File: src/rtl/fc_redundancy_voter.sv
// N-way word-level redundancy voter with skew-bounded capture, fault counting
// and permanent lockout for replicated Ascon cores.
module fc_redundancy_voter #(
  parameter int           N              = 3,
  parameter int           W              = 40,
  parameter int           TW             = 128,
  parameter int           SKEW           = 4,
  parameter int           FAULT_LIMIT    = 8,
  parameter logic [127:0] FAULT_CONSTANT = 128'h8C784
) (
  input  logic            clk,
  input  logic            rst,
  input  logic            start,
  input  logic [N-1:0]    rep_ready,
  input  logic [N*W-1:0]  rep_data,
  input  logic [N*TW-1:0] rep_tag,
  output logic            out_valid,
  output logic [W-1:0]    out_data,
  output logic [TW-1:0]   out_tag,
  output logic            fault_detect,
  output logic [7:0]      fault_count,
  output logic            lockout
);

  localparam logic [2:0] S_IDLE    = 3'd0;
  localparam logic [2:0] S_COLLECT = 3'd1;
  localparam logic [2:0] S_VOTE    = 3'd2;
  localparam logic [2:0] S_DONE    = 3'd3;
  localparam logic [2:0] S_LOCK    = 3'd4;

  localparam int CW  = $clog2(SKEW + 2);
  localparam int AW  = $clog2(N + 1);
  localparam int MAJ = (N + 1) / 2;

  localparam logic [W-1:0]  FC_DATA = W'(FAULT_CONSTANT);
  localparam logic [TW-1:0] FC_TAG  = TW'(FAULT_CONSTANT);

  logic [2:0]    state_reg;
  logic [N-1:0]  mask_reg;
  logic [CW-1:0] skew_reg;
  logic [W-1:0]  cap_data_reg [N];
  logic [TW-1:0] cap_tag_reg  [N];
  logic [W-1:0]  win_data_reg;
  logic [TW-1:0] win_tag_reg;
  logic          faulty_reg;
  logic          out_valid_reg;
  logic [W-1:0]  out_data_reg;
  logic [TW-1:0] out_tag_reg;
  logic          fault_detect_reg;
  logic [7:0]    fault_count_reg;
  logic          lockout_reg;

  logic [N-1:0]  new_cap;
  logic [N-1:0]  mask_next;
  logic [CW-1:0] skew_next;
  logic          collect_done;
  logic [7:0]    count_inc;

  assign new_cap   = rep_ready & ~mask_reg;
  assign mask_next = mask_reg | new_cap;
  // The skew window opens on the edge of the first capture, at zero.
  assign skew_next = (mask_reg == '0) ? '0 : skew_reg + 1'b1;
  assign collect_done = (&mask_next) ||
                        ((mask_next != '0) && (skew_next == CW'(SKEW)));
  assign count_inc = (fault_count_reg == 8'hFF) ? 8'hFF : fault_count_reg + 8'd1;

  // Pairwise {text, tag} equality among captured replicas.
  logic [N-1:0]  eq_mat [N];
  logic [AW-1:0] agree  [N];

  for (genvar gi = 0; gi < N; gi++) begin : g_agree
    for (genvar gj = 0; gj < N; gj++) begin : g_pair
      assign eq_mat[gi][gj] = mask_reg[gi] & mask_reg[gj] &
                              (cap_data_reg[gi] == cap_data_reg[gj]) &
                              (cap_tag_reg[gi] == cap_tag_reg[gj]);
    end
    assign agree[gi] = AW'($countones(eq_mat[gi]));
  end

  logic          has_maj;
  logic [W-1:0]  vote_data;
  logic [TW-1:0] vote_tag;
  logic [AW-1:0] win_agree;
  logic          vote_faulty;

  always_comb begin
    has_maj   = 1'b0;
    vote_data = FC_DATA;
    vote_tag  = FC_TAG;
    win_agree = '0;
    for (int i = 0; i < N; i++) begin
      if (!has_maj && (agree[i] >= AW'(MAJ))) begin
        has_maj   = 1'b1;
        vote_data = cap_data_reg[i];
        vote_tag  = cap_tag_reg[i];
        win_agree = agree[i];
      end
    end
    // Anything short of unanimous agreement across all N replicas is a fault.
    vote_faulty = !has_maj || (win_agree != AW'(N));
  end

  always_ff @(posedge clk) begin
    if (state_reg == S_COLLECT) begin
      for (int i = 0; i < N; i++) begin
        if (new_cap[i]) begin
          cap_data_reg[i] <= rep_data[i*W +: W];
          cap_tag_reg[i]  <= rep_tag[i*TW +: TW];
        end
      end
    end
  end

  always_ff @(posedge clk or negedge rst) begin
    if (!rst) begin
      state_reg        <= S_IDLE;
      mask_reg         <= '0;
      skew_reg         <= '0;
      win_data_reg     <= '0;
      win_tag_reg      <= '0;
      faulty_reg       <= 1'b0;
      out_valid_reg    <= 1'b0;
      out_data_reg     <= '0;
      out_tag_reg      <= '0;
      fault_detect_reg <= 1'b0;
      fault_count_reg  <= '0;
      lockout_reg      <= 1'b0;
    end else begin
      out_valid_reg    <= 1'b0;
      fault_detect_reg <= 1'b0;
      case (state_reg)
        S_IDLE: begin
          if (start) begin
            mask_reg  <= '0;
            skew_reg  <= '0;
            state_reg <= S_COLLECT;
          end
        end
        S_COLLECT: begin
          mask_reg <= mask_next;
          skew_reg <= skew_next;
          if (collect_done) state_reg <= S_VOTE;
        end
        S_VOTE: begin
          win_data_reg <= vote_data;
          win_tag_reg  <= vote_tag;
          faulty_reg   <= vote_faulty;
          state_reg    <= S_DONE;
        end
        S_DONE: begin
          out_valid_reg    <= 1'b1;
          out_data_reg     <= win_data_reg;
          out_tag_reg      <= win_tag_reg;
          fault_detect_reg <= faulty_reg;
          state_reg        <= S_IDLE;
          if (faulty_reg) begin
            fault_count_reg <= count_inc;
            if (count_inc >= 8'(FAULT_LIMIT)) begin
              lockout_reg <= 1'b1;
              state_reg   <= S_LOCK;
            end
          end
        end
        S_LOCK: begin
          out_data_reg <= FC_DATA;
          out_tag_reg  <= FC_TAG;
        end
        default: state_reg <= S_IDLE;
      endcase
    end
  end

  assign out_valid    = out_valid_reg;
  assign out_data     = out_data_reg;
  assign out_tag      = out_tag_reg;
  assign fault_detect = fault_detect_reg;
  assign fault_count  = fault_count_reg;
  assign lockout      = lockout_reg;

endmodule

File: config.mk
export PLATFORM = sky130hd
export DESIGN_NAME = fc_redundancy_voter
export DESIGN_NICKNAME = d
export VERILOG_FILES = /design/src/rtl/fc_redundancy_voter.sv
export SDC_FILE = /design/constraint.sdc
export NUM_CORES = 2
export LEC_CHECK = 0
export ABC_AREA = 1
export ABC_CLOCK_PERIOD_IN_PS = 10000
export CORE_MARGIN = 5
export CORE_UTILIZATION = 45
export DETAILED_ROUTE_END_ITERATION = 7
export GPL_ROUTABILITY_DRIVEN = 1
export PLACE_DENSITY = 0.69
export SYNTH_ARGS = -nofsm -noshare
export SYNTH_HDL_FRONTEND = slang
export SYNTH_SLANG_ARGS = --single-unit
export TNS_END_PERCENT = 30
File: constraint.sdc
create_clock -name clk -period 10 [get_ports clk]
set_clock_uncertainty 0.15 [all_clocks]
set_input_delay 2.5 -clock clk [delete_from_list [all_inputs] [get_ports clk]]
set_output_delay 2.5 -clock clk [all_outputs]
set_load 0.02 [all_outputs]
==> reports/qor.txt <==
Avg Cell Area, Syn -> 9.120 sq um
Max VDD drop -> 0.0002061 V
Syn nets -> 4891
Latest clock arrival within the worst-skew pair -> 0.67 ns
CP max-delay cell -> xnor2_1
CTS H-Tree Depth -> 3
Worst Setup End Kind -> flop
Via count -> 36210
Placed cell count -> 6107
Sequential element share of the synthesized area -> 60.31%
Switching Share -> 35.32%
Critical Path Source Type -> flop
Largest net degree at the start of global routing -> 228
Reg clk slew, reported paths -> 0.06 ns
Synthesized area -> 0.03991 sq mm
Clock net sink count -> 861
Number of nets with antenna violations after routing -> 0
Post-CTS Resized -> 0
Comb pwr share -> 24.6%
FMAX -> 177.8 MHz
Root buffer cell -> clkbuf_16
DRC Markers -> 9
First-pass GRT wire length -> 255.4 mm
Worst-margin pin slew -> 1.160 ns
Setup Crit Path Kind -> flop to flop
Initial antenna violation count -> 21
Critical Path RT -> 10.34 ns
Slew headroom -> 22.63%
Clk pwr share -> 32.3%
Total Routing Usage GR -> 38.51%
Post-synth top area cell -> edfxtp_1
EDFF count, synth -> 504
Final Hold Fails -> 0
PortBufs -> 688
Final wirelength -> 189.8 mm
Min cycle time layout -> 5.625 ns
Slew Limit Fails -> 0
CP max FO -> 53
Final setup violation count -> 0
Starting DRT DRC Count -> 5801
Post-CTS Setup Bufs -> 0
Async SR Flop Fraction -> 41.46%
Yosys cell types -> 36
Total CTS buffers -> 92
Post-CTS Hold Fix Bufs -> 0
DIE HEIGHT -> 307.8 microns
Critical path cell sequence -> xnor2_1 -> nand2_1 -> nor2_1 -> nand2_1 -> nor2_1 -> nand2_1 -> nor2_1 -> nand2_1 -> nor2_1 -> fa_1 -> inv_4 -> nand2_1 -> nor2_4 -> inv_4 -> buf_4 -> buf_4 -> nor2_1 -> o21ai_1 -> o21ai_0
DP HPWL -> 148.4 mm
Area of the core -> 0.08824 sq mm
Period utilization -> 56.25%
Primary FF master, synth -> edfxtp_1
Die Area -> 0.09474 sq mm
Row count -> 109
Worst Path Buf+Inv -> 4
Max-Cap Viols -> 0
Outcome -> finished with violations
Vias in the first global route -> 34380
Synth area leaders -> edfxtp_1 38%, dfrtp_1 22%, nand2_1 11%
Final Non-Filler Cells -> 6296
RSZ-0062 raised after global routing -> no
# IOs -> 689
Critical path's top delay family -> buffers and inverters
Power Internal -> 7.203 mW
Area grow syn2layout -> 27.61%
Commonest cells after routing, fill and taps aside -> 1134 x nand2_1, 748 x inv_1, 687 x clkdlybuf4s50_1
WHS -> 0.3382 ns
First drt pass iteration count -> 8
Min-Delay Path Class -> flop to flop
Commonest non-fill, non-tap cell in the layout -> nand2_1
Seq cells post-synth -> 861
Max reg flops -> 384
Wirelength per Cell -> 30.15 microns
Post-synth top area share -> 37.92%
Power density of the placed cells -> 218.7 mW/mm^2
Final Wtd Congestion -> 1.072
CTS tree -> yes
Syn Inst Count -> 4376
Seq pwr share -> 43.1%
Via density -> 5.750
Fraction of layout cells with a size suffix above 1 -> 3.987%
Die X -> 307.8 microns
Sw power -> 3.933 mW
Deepest clock path buffer count -> 3
LEAKAGE -> 21.79 nW
Max incr delay on CP -> 0.77 ns
NumNets Final -> 5551
Initial core utilization -> 45.23%
Global route total overflow -> 0
Synth warnings -> 0
Violated checks -> design-rule violations
Worst EP arrival -> 5.96 ns
## area by class of cell
class,instances,area [sq um]
clock inverter,45,525.5
multi-input combinational,2612,12220
inverter,757,2856
sequential,861,24070
timing repair buffer,712,7147
antenna,15,37.54
fill,7773,37310
clock buffer,129,2616
tap,1165,1458
## per-stage QoR
step                      power [mW]  setup WS (ns)  util (%)  setup TNS [ns]  instance area (sq um)
after floorplan                6.248        -0.3646         -         -179.63                  39910
after global placement         7.474          4.725     54.11               0                  47750
after detailed placement       7.488          4.672     54.11               0                  47750
after CTS                      11.05          4.632     57.67               0                  50890
after global routing           11.44          4.284     57.69               0                  50900
final                          11.14          4.375     57.71               0                  50930
## power by group through the flow
| stage | Sequential (mW) | Combinational, mW | Clock (mW) |
|---|---|---|---|
| final | 4.80 | 2.74 | 3.60 |
| after global routing | 4.83 | 2.86 | 3.75 |
| after CTS | 4.78 | 2.66 | 3.61 |
| after detailed placement | 4.84 | 2.64 | 0 |
| after global placement | 4.84 | 2.63 | 0 |
| after floorplan | 4.85 | 1.40 | 0 |
## kinds of logic after synthesis
group	Yosys count	synth area share (%)
DFF	861	60.31
buffers and inverters	903	9.167
and+or+nand+nor	1834	18.98
adders and majority gates	5	0.2132
AOI/OAI and AO/OA	707	9.876
muxes	1	0.02821
xor gates and xnor gates	65	1.426
## routing by layer
metal	global-route usage, %	part of all wire, %
met5	0	0.062
met4	24.69	8.0
met3	9.346	12
met2	59.65	44
met1	48.65	35
## worst reg2reg max path, stage by stage, from the launching register on
cell      delay [ns]
edfxtp_1        0.47
xnor2_1         0.77
nand2_1         0.11
nor2_1          0.12
nand2_1         0.06
nor2_1          0.17
nand2_1         0.07
nor2_1          0.25
nand2_1         0.09
nor2_1          0.18
fa_1            0.28
inv_4           0.27
nand2_1         0.24
nor2_4          0.09
inv_4           0.51
buf_4           0.52
buf_4           0.67
nor2_1          0.14
o21ai_1         0.18
o21ai_0         0.12
## Yosys cell counts (2+ instances only)
cell and number:
nand2_1 1135, inv_1 749, edfxtp_1 504, dfrtp_1 357, nor2_1 338, o21ai_0 247, o21ai_1 238, nand3_1 177
nand4_1 168, o22ai_1 153, clkbuf_1 54, buf_2 50, xnor2_1 43, a21oi_1 26, buf_6 25, xor2_1 22
o211ai_2 16, o221ai_1 16, buf_1 12, inv_2 8, nor3_1 8, a22oi_1 5, buf_4 5, fa_1 3
nand3b_1 3, ha_1 2, nor2_2 2, o31ai_1 2
## worst paths after layout
path	from	to	slack [ns]	cells after the start
setup / recovery	cap_tag_reg[0][24]$_DFFE_PP_	win_tag_reg[25]$_DFFE_PN0N_	4.37	19
hold / removal	out_tag[15]$_DFFE_PN0P_	out_tag[15]$_DFFE_PN0P_	0.34	2
setup reg to reg	cap_tag_reg[0][24]$_DFFE_PP_	win_tag_reg[25]$_DFFE_PN0N_	4.37	19
hold reg to reg	out_tag[15]$_DFFE_PN0P_	out_tag[15]$_DFFE_PN0P_	0.34	2
max in group asynchronous	rst	win_tag_reg[34]$_DFFE_PN0N_	6.38	2
min in group asynchronous	rst	fault_count[5]$_DFFE_PN0P_	1.67	1
Note: power is estimated with default switching activity, not from simulation.
